<file path="config.mk">
export PLATFORM = sky130hd
export DESIGN_NAME = tmds_decoder
export DESIGN_NICKNAME = d
export VERILOG_FILES = /design/src/rtl/tmds_decoder.sv
export SDC_FILE = /design/constraint.sdc
export NUM_CORES = 1
export LEC_CHECK = 0
export ABC_CLOCK_PERIOD_IN_PS = 5400
export CORE_MARGIN = 2
export CORE_UTILIZATION = 60
export CTS_BUF_LIST = sky130_fd_sc_hd__clkbuf_4 sky130_fd_sc_hd__clkbuf_8 sky130_fd_sc_hd__clkbuf_16
export DETAILED_ROUTE_END_ITERATION = 6
export GPL_ROUTABILITY_DRIVEN = 0
export GPL_TIMING_DRIVEN = 0
export HOLD_SLACK_MARGIN = 0.05
export PLACE_DENSITY = 0.85
export SYNTH_ARGS = -nofsm -noshare
export SYNTH_HDL_FRONTEND = slang
export SYNTH_SLANG_ARGS = --single-unit
export TNS_END_PERCENT = 1
</file>
<file path="constraint.sdc">
create_clock -name clk -period 5.4 [get_ports clk]
set_clock_uncertainty 0.15 [all_clocks]
set_input_delay 1.62 -clock clk [delete_from_list [all_inputs] [get_ports clk]]
set_output_delay 1.62 -clock clk [all_outputs]
set_load 0.01 [all_outputs]
</file>
<file path="src/rtl/tmds_decoder.sv">
`default_nettype none
// ============================================================================
// Module   : tmds_decoder
// Brief    : TMDS symbol decoder with control-token word alignment / bitslip.
// Revision : 1.0 - initial release
// ============================================================================
module tmds_decoder #(
    parameter int CTL_RUN      = 8,
    parameter int TIMEOUT      = 1024,
    parameter int SLIP_HOLDOFF = 16
) (
    input  logic       clk,
    input  logic       rst,
    input  logic [9:0] tmds_in,
    output logic [7:0] vd,
    output logic [1:0] cd,
    output logic       vde,
    output logic       locked,
    output logic       bitslip
);
    localparam int c_cnt_w  = $clog2(TIMEOUT) + 1;
    localparam int c_hold_w = $clog2(SLIP_HOLDOFF) + 1;

    localparam logic [c_cnt_w-1:0]  c_run_max  = c_cnt_w'(CTL_RUN);
    localparam logic [c_cnt_w-1:0]  c_idle_max = c_cnt_w'(TIMEOUT - 1);
    localparam logic [c_hold_w-1:0] c_hold_max = c_hold_w'(SLIP_HOLDOFF - 1);

    localparam logic [1:0] c_search    = 2'd0;
    localparam logic [1:0] c_slip_wait = 2'd1;
    localparam logic [1:0] c_locked    = 2'd2;

    logic [1:0]          r_state;
    logic [c_cnt_w-1:0]  r_run_cnt;
    logic [c_cnt_w-1:0]  r_idle_cnt;
    logic [c_hold_w-1:0] r_hold_cnt;

    logic                w_is_tok;
    logic [1:0]          w_tok_cd;
    logic [7:0]          w_q;
    logic [7:0]          w_vd;
    logic [c_cnt_w-1:0]  w_run_next;
    logic                w_run_hit;
    logic                w_timeout;

    always_comb begin
        w_is_tok = 1'b1;
        w_tok_cd = 2'b00;
        case (tmds_in)
            10'b1101010100: w_tok_cd = 2'b00;
            10'b0010101011: w_tok_cd = 2'b01;
            10'b0101010100: w_tok_cd = 2'b10;
            10'b1010101011: w_tok_cd = 2'b11;
            default:        w_is_tok = 1'b0;
        endcase
    end

    // Undo the optional inversion, then the XOR/XNOR transition chain.
    assign w_q  = tmds_in[7:0] ^ {8{tmds_in[9]}};
    assign w_vd = {(w_q[7:1] ^ w_q[6:0]) ^ {7{~tmds_in[8]}}, w_q[0]};

    assign w_run_next = !w_is_tok                ? '0 :
                        (r_run_cnt == c_run_max) ? c_run_max :
                                                   r_run_cnt + 1'b1;
    assign w_run_hit  = (w_run_next == c_run_max);
    assign w_timeout  = (r_idle_cnt == c_idle_max);

    always_ff @(posedge clk) begin
        if (rst) begin
            vd  <= 8'h00;
            cd  <= 2'b00;
            vde <= 1'b0;
        end else if (w_is_tok) begin
            vd  <= 8'h00;
            cd  <= w_tok_cd;
            vde <= 1'b0;
        end else begin
            vd  <= w_vd;
            vde <= 1'b1;
        end
    end

    always_ff @(posedge clk) begin
        if (rst) begin
            r_state    <= c_search;
            r_run_cnt  <= '0;
            r_idle_cnt <= '0;
            r_hold_cnt <= '0;
            bitslip    <= 1'b0;
        end else begin
            bitslip <= 1'b0;
            case (r_state)
                c_search: begin
                    // A completed run takes priority over a coincident timeout.
                    if (w_run_hit) begin
                        r_state    <= c_locked;
                        r_run_cnt  <= w_run_next;
                        r_idle_cnt <= '0;
                    end else if (w_timeout) begin
                        r_state    <= c_slip_wait;
                        bitslip    <= 1'b1;
                        r_run_cnt  <= '0;
                        r_idle_cnt <= '0;
                        r_hold_cnt <= '0;
                    end else begin
                        r_run_cnt  <= w_run_next;
                        r_idle_cnt <= r_idle_cnt + 1'b1;
                    end
                end
                c_slip_wait: begin
                    r_run_cnt  <= '0;
                    r_idle_cnt <= '0;
                    if (r_hold_cnt == c_hold_max) begin
                        r_state <= c_search;
                    end else begin
                        r_hold_cnt <= r_hold_cnt + 1'b1;
                    end
                end
                c_locked: begin
                    r_run_cnt <= w_run_next;
                    if (w_run_hit) begin
                        r_idle_cnt <= '0;
                    end else if (w_timeout) begin
                        // Fresh timeout window for SEARCH; no slip on lock loss.
                        r_state    <= c_search;
                        r_idle_cnt <= '0;
                    end else begin
                        r_idle_cnt <= r_idle_cnt + 1'b1;
                    end
                end
                default: begin
                    r_state    <= c_search;
                    r_run_cnt  <= '0;
                    r_idle_cnt <= '0;
                    r_hold_cnt <= '0;
                end
            endcase
        end
    end

    assign locked = (r_state == c_locked);

endmodule
`default_nettype wire
</file>
* After elaboration in Yosys (flattened, before gate mapping) *
Index checks and enable logic that the tools add are counted.

storage, ports and cells
  bits in registers = 41
  input bits = 12
  output and inout bits = 13
  word-level logic and storage cells = 62

cells by class
  add/sub/neg operators = 3
  eq/ne operators = 17
  mux-type cells = 19
  bitwise gates (word level) = 7
  reductions and logical operators = 8

operators with widths
  cell                                                                number
  11-bit 2-to-1 mux                                                   4
  11-bit by 1-bit adder with 11-bit output (second input constant)    2
  11-bit by 4-bit == test with 1-bit output (second input constant)   2
  11-bit one-hot mux with 2 select lines                              1
  10-bit == test (second input constant)                              2
  5-bit 2-to-1 mux                                                    3
  5-bit one-hot mux with 3 select lines                               1
  7-bit bitwise XOR                                                   2
  2-bit one-hot mux with 3 select lines                               2
  11-bit by 10-bit == test with 1-bit output (second input constant)  1
  10-bit by 8-bit == test with 1-bit output (second input constant)   1
  10-bit by 9-bit == test with 1-bit output (second input constant)   1
  2-bit 2-to-1 mux                                                    5
  2-bit != test (second input constant)                               5
  4-bit AND reduction                                                 2
  4-bit OR reduction                                                  2
  8-bit bitwise XOR                                                   1
  5-bit by 1-bit adder with 5-bit output (second input constant)      1
  5-bit by 4-bit == test with 1-bit output (second input constant)    1
  1-bit inverter                                                      4
  2-bit OR reduction                                                  2
  1-bit 2-to-1 mux                                                    3
  3-bit != test (second input constant)                               1
  3-bit OR reduction                                                  1
  4 further kinds                                                     4

* Depth between registers and ports, before layout *
  depth in word-level cells = 7
  gate-level depth with buffers = 9
  mapped depth without buffers = 8

* Worst setup path after synthesis *
No wires, ideal clock.

  path type = input to register
  start point = input port tmds_in[3]
  end point = register r_idle_cnt[10]
  setup time = 134 ps
  arrival = 3006 ps
  data required time = 5116 ps
  path slack = 2110 ps
  cell stages on the path = 8
  path buffers = 0
  cells stage by stage = inv_1 > ha_1 > and4b_1 > and4b_1 > o21ai_0 > a21oi_1 > o21ai_2 > a311oi_1

on the way
  cells in the longest elaborated chain, start to end = 6
  elaborated cells between the ends (all ways) = 9
  classes of those cells = eq/ne: 5; mux: 2; reduce/logical: 2

ends and longest elaborated chain
  what                                         RTL line  source
  from (decl)                                  14        input logic [9:0] tmds_in,
  10-bit == test (tied with other cells)       48        case (tmds_in)
  4-bit OR reduction (no line) *               n/a
  1-bit 2-to-1 mux *                           48
  11-bit 2-to-1 mux *                          61        assign w_run_next = !w_is_tok ? '0 :
  11-bit by 4-bit == test with 1-bit output *  64        assign w_run_hit = (w_run_next == c_run_max);
  4-bit OR reduction (no line) *               n/a
  to (signal assigned)                         106       r_idle_cnt <= r_idle_cnt + 1'b1;
  to (signal assigned)                         127       r_idle_cnt <= r_idle_cnt + 1'b1;
  to (decl)                                    34        logic [c_cnt_w-1:0] r_idle_cnt;

Every way passes the cells marked *; elsewhere a longest branch is shown, timed or not.
A chain may end at the register's enable or synchronous reset.

* Final worst setup path *
Same ends and word-level chain as after synthesis.

==> results.json <==
{
  "cts_hold_buffers": 0,
  "crit_path_cell_trace": "clkdlybuf4s50_1, inv_1, ha_1, and4b_1, and4b_1, o21ai_0, a21oi_1, o21ai_2, a311oi_1",
  "cts_root_buffer": "clkbuf_4",
  "rsz0062_at_grt": "no",
  "insertion_delay_ps": 350,
  "async_flop_share_pct": 0,
  "p_leak_nw": 0.954,
  "cpMostUsedCell": "and4b_1",
  "ant_nets": 0,
  "ys_ff_latch": 41,
  "max_stage_delay_ps": 520,
  "start_kind": "input port",
  "crit_type": "input port to flip-flop",
  "power_density_nw_per_um2": 215,
  "syn_inst": 247,
  "port_buffers": 23,
  "status": "finished clean",
  "ys_seq_area_share_pct": 37.7,
  "via_count": 1801,
  "vias_per_cell": 5.56,
  "setup_ws_ps": 1660,
  "cts_tree": "built",
  "drv_cap": 0,
  "netlist_area_sq_um": 2180,
  "tns_ps": 0,
  "fmax_mhz": 267,
  "clock_path_buffers": 2,
  "cts.sink_count": 41,
  "slew_headroom_pct": 59.4,
  "fin_util_pct": 74.2,
  "placementRows": 21,
  "cts.clk_slew.worst_paths_ps": 110,
  "wl_per_cell_um": 13.0,
  "wirelength_um": 4230,
  "synth.area.top_cells": "dfxtp_1, xnor2_1, nor2_1, ha_1, nand2_1",
  "final_nets": 298,
  "firstDrtPassIters": 4,
  "gr-total-overflow": 0,
  "tightest_slew_ps": 606,
  "nFillCells": 265,
  "report.final.slew_viol_count": 0,
  "cts_made_buffers": 5,
  "grt_use_total_pct": 22.2,
  "ys.flop_type": "dfxtp_1",
  "setup_viol": 0,
  "ys_types": 49,
  "grt_pass1_wl_um": 7380,
  "grt_max_degree": 13,
  "cts_resized": 0,
  "cp.arrival_ps": 3830,
  "synthToLayoutAreaGrowth_pct": 16.4,
  "post_cts_buffers": 0,
  "hp-class": "flip-flop to flip-flop",
  "end_kind": "flip-flop",
  "hold_viol_final": 0,
  "synthTopCellsByCount": "dfxtp_1, nor2_1, xnor2_1",
  "ys_warn_count": 0,
  "dieHeight_um": 64.2,
  "postSynthAreaPerCell_sq_um": 8.81,
  "fp.dieW_um": 64.2,
  "drive_above_1_share_pct": 9.71,
  "grt_pass1_vias": 1735,
  "drt_iter0_markers": 83,
  "syn-num-nets": 268,
  "antenna_found_initial": 0,
  "dieArea_sq_um": 4130,
  "cpMaxStageDelayCell": "clkdlybuf4s50_1",
  "irDropWorstVdd_v": 0.000188,
  "timing.final.crit_share_pct": 69.3,
  "drc": 0,
  "multi_input_area_sq_um": 1260,
  "period_needed_ps": 3740,
  "critPathMaxFanout": 6,
  "synth_largest_area_cell": "dfxtp_1",
  "ios": 25,
  "diodes": 0,
  "core_area_sq_um": 3420,
  "dp_hpwl_um": 3110,
  "synth_edf_count": 0,
  "total_power_mw": 0.545,
  "regArea_sq_um": 821,
  "crit_required_ps": 5490,
  "floorplan.initialDensity_pct": 63.7,
  "dp_worst_setup_slack_ps": 1290,
  "cts_max_level": 2,
  "synth_top_area_share_pct": 37.7
}
## layout by cell type (no fill, tap or decap), types with 3 or more instances in the layout
master / count
nand3_1: 8
or4_1: 3
and3_1: 7
nor2_1: 41
nor3_1: 4
nand4b_1: 3
xnor2_1: 23
a21oi_1: 9
ha_1: 9
o21ai_2: 3
nand2b_1: 3
nand2_1: 20
dfxtp_1: 41
nand4_1: 4
clkbuf_4: 5
buf_2: 3
clkbuf_1: 5
inv_1: 11
clkdlybuf4s50_1: 23
or3_1: 3
xor2_1: 7
## worst max-delay path, delay by kind of cell
family,cells,cell delay (ps)
AO/OA/AOI/OAI,4,980
AND/OR/NAND/NOR,2,460
adder cells (fa/ha/maj),1,180
buffers and inverters,2,580
## cells by family (layout without fill, tap and decap cells)
| family | count (synthesis) | in the layout | synth area share (%) |
|---|---|---|---|
| simple gates | 112 | 112 | 27.2 |
| buf+inv | 21 | 52 | 4.31 |
| xor+xnor | 30 | 30 | 12.1 |
| mux | 2 | 2 | 0.920 |
| compound gates | 32 | 32 | 12.6 |
| flops | 41 | 41 | 37.7 |
| fa+ha+maj | 9 | 9 | 5.17 |
## power by group
group | switching (mW) | internal [mW]
Sequential | 0.00356 | 0.311
Clock | 0.0988 | 0.0755
Combinational | 0.0255 | 0.0304
Total | 0.128 | 0.417
## layer usage
layer	vias up	track usage [%]	share of wire [%]
li1	919	-	-
met1	838	28.0	47
met2	37	38.0	48
met3	7	4.93	3.9
met4	0	6.38	1.1
met5	-	0	0
## flip-flops by register name (all words and copies together) (netlist names)
| register | cells |
|---|---|
| r_hold_cnt | 5 |
| r_run_cnt | 11 |
| bitslip | 1 |
| r_idle_cnt | 11 |
| r_state | 2 |
| cd | 2 |
| vde | 1 |
| vd | 8 |
## final timing paths
check / startpoint / to / slack [ps] / depth (start not counted)
worst min-delay path: r_idle_cnt[10] / r_idle_cnt[10] / 280 / 2
worst max-delay path: tmds_in[3] / r_idle_cnt[10] / 1660 / 9
worst min register to register: r_idle_cnt[10] / r_idle_cnt[10] / 280 / 2
worst max register to register: r_run_cnt[0] / r_idle_cnt[10] / 2940 / 7
## area by class of cell
cell class,count,share of cell area [%]
sequential,41,32.4
tap,46,2.27
timing repair buffer,23,9.08
clock inverter,1,0.197
clock buffer,7,2.57
inverter,11,1.63
multi-input combinational,185,49.8
buffer,10,2.07
## metrics by stage
| step | instances | hold WS [ps] | cell area (sq um) |
|---|---|---|---|
| after detailed placement | 316 | 265 | 2460 |
| after global routing | 324 | 303 | 2530 |
| after global placement | 316 | 259 | 2460 |
| after floorplan | 247 | 253 | 2180 |
| final | 324 | 280 | 2530 |
| after CTS | 324 | 281 | 2530 |
No activity file was read; power rests on OpenSTA's default activity.
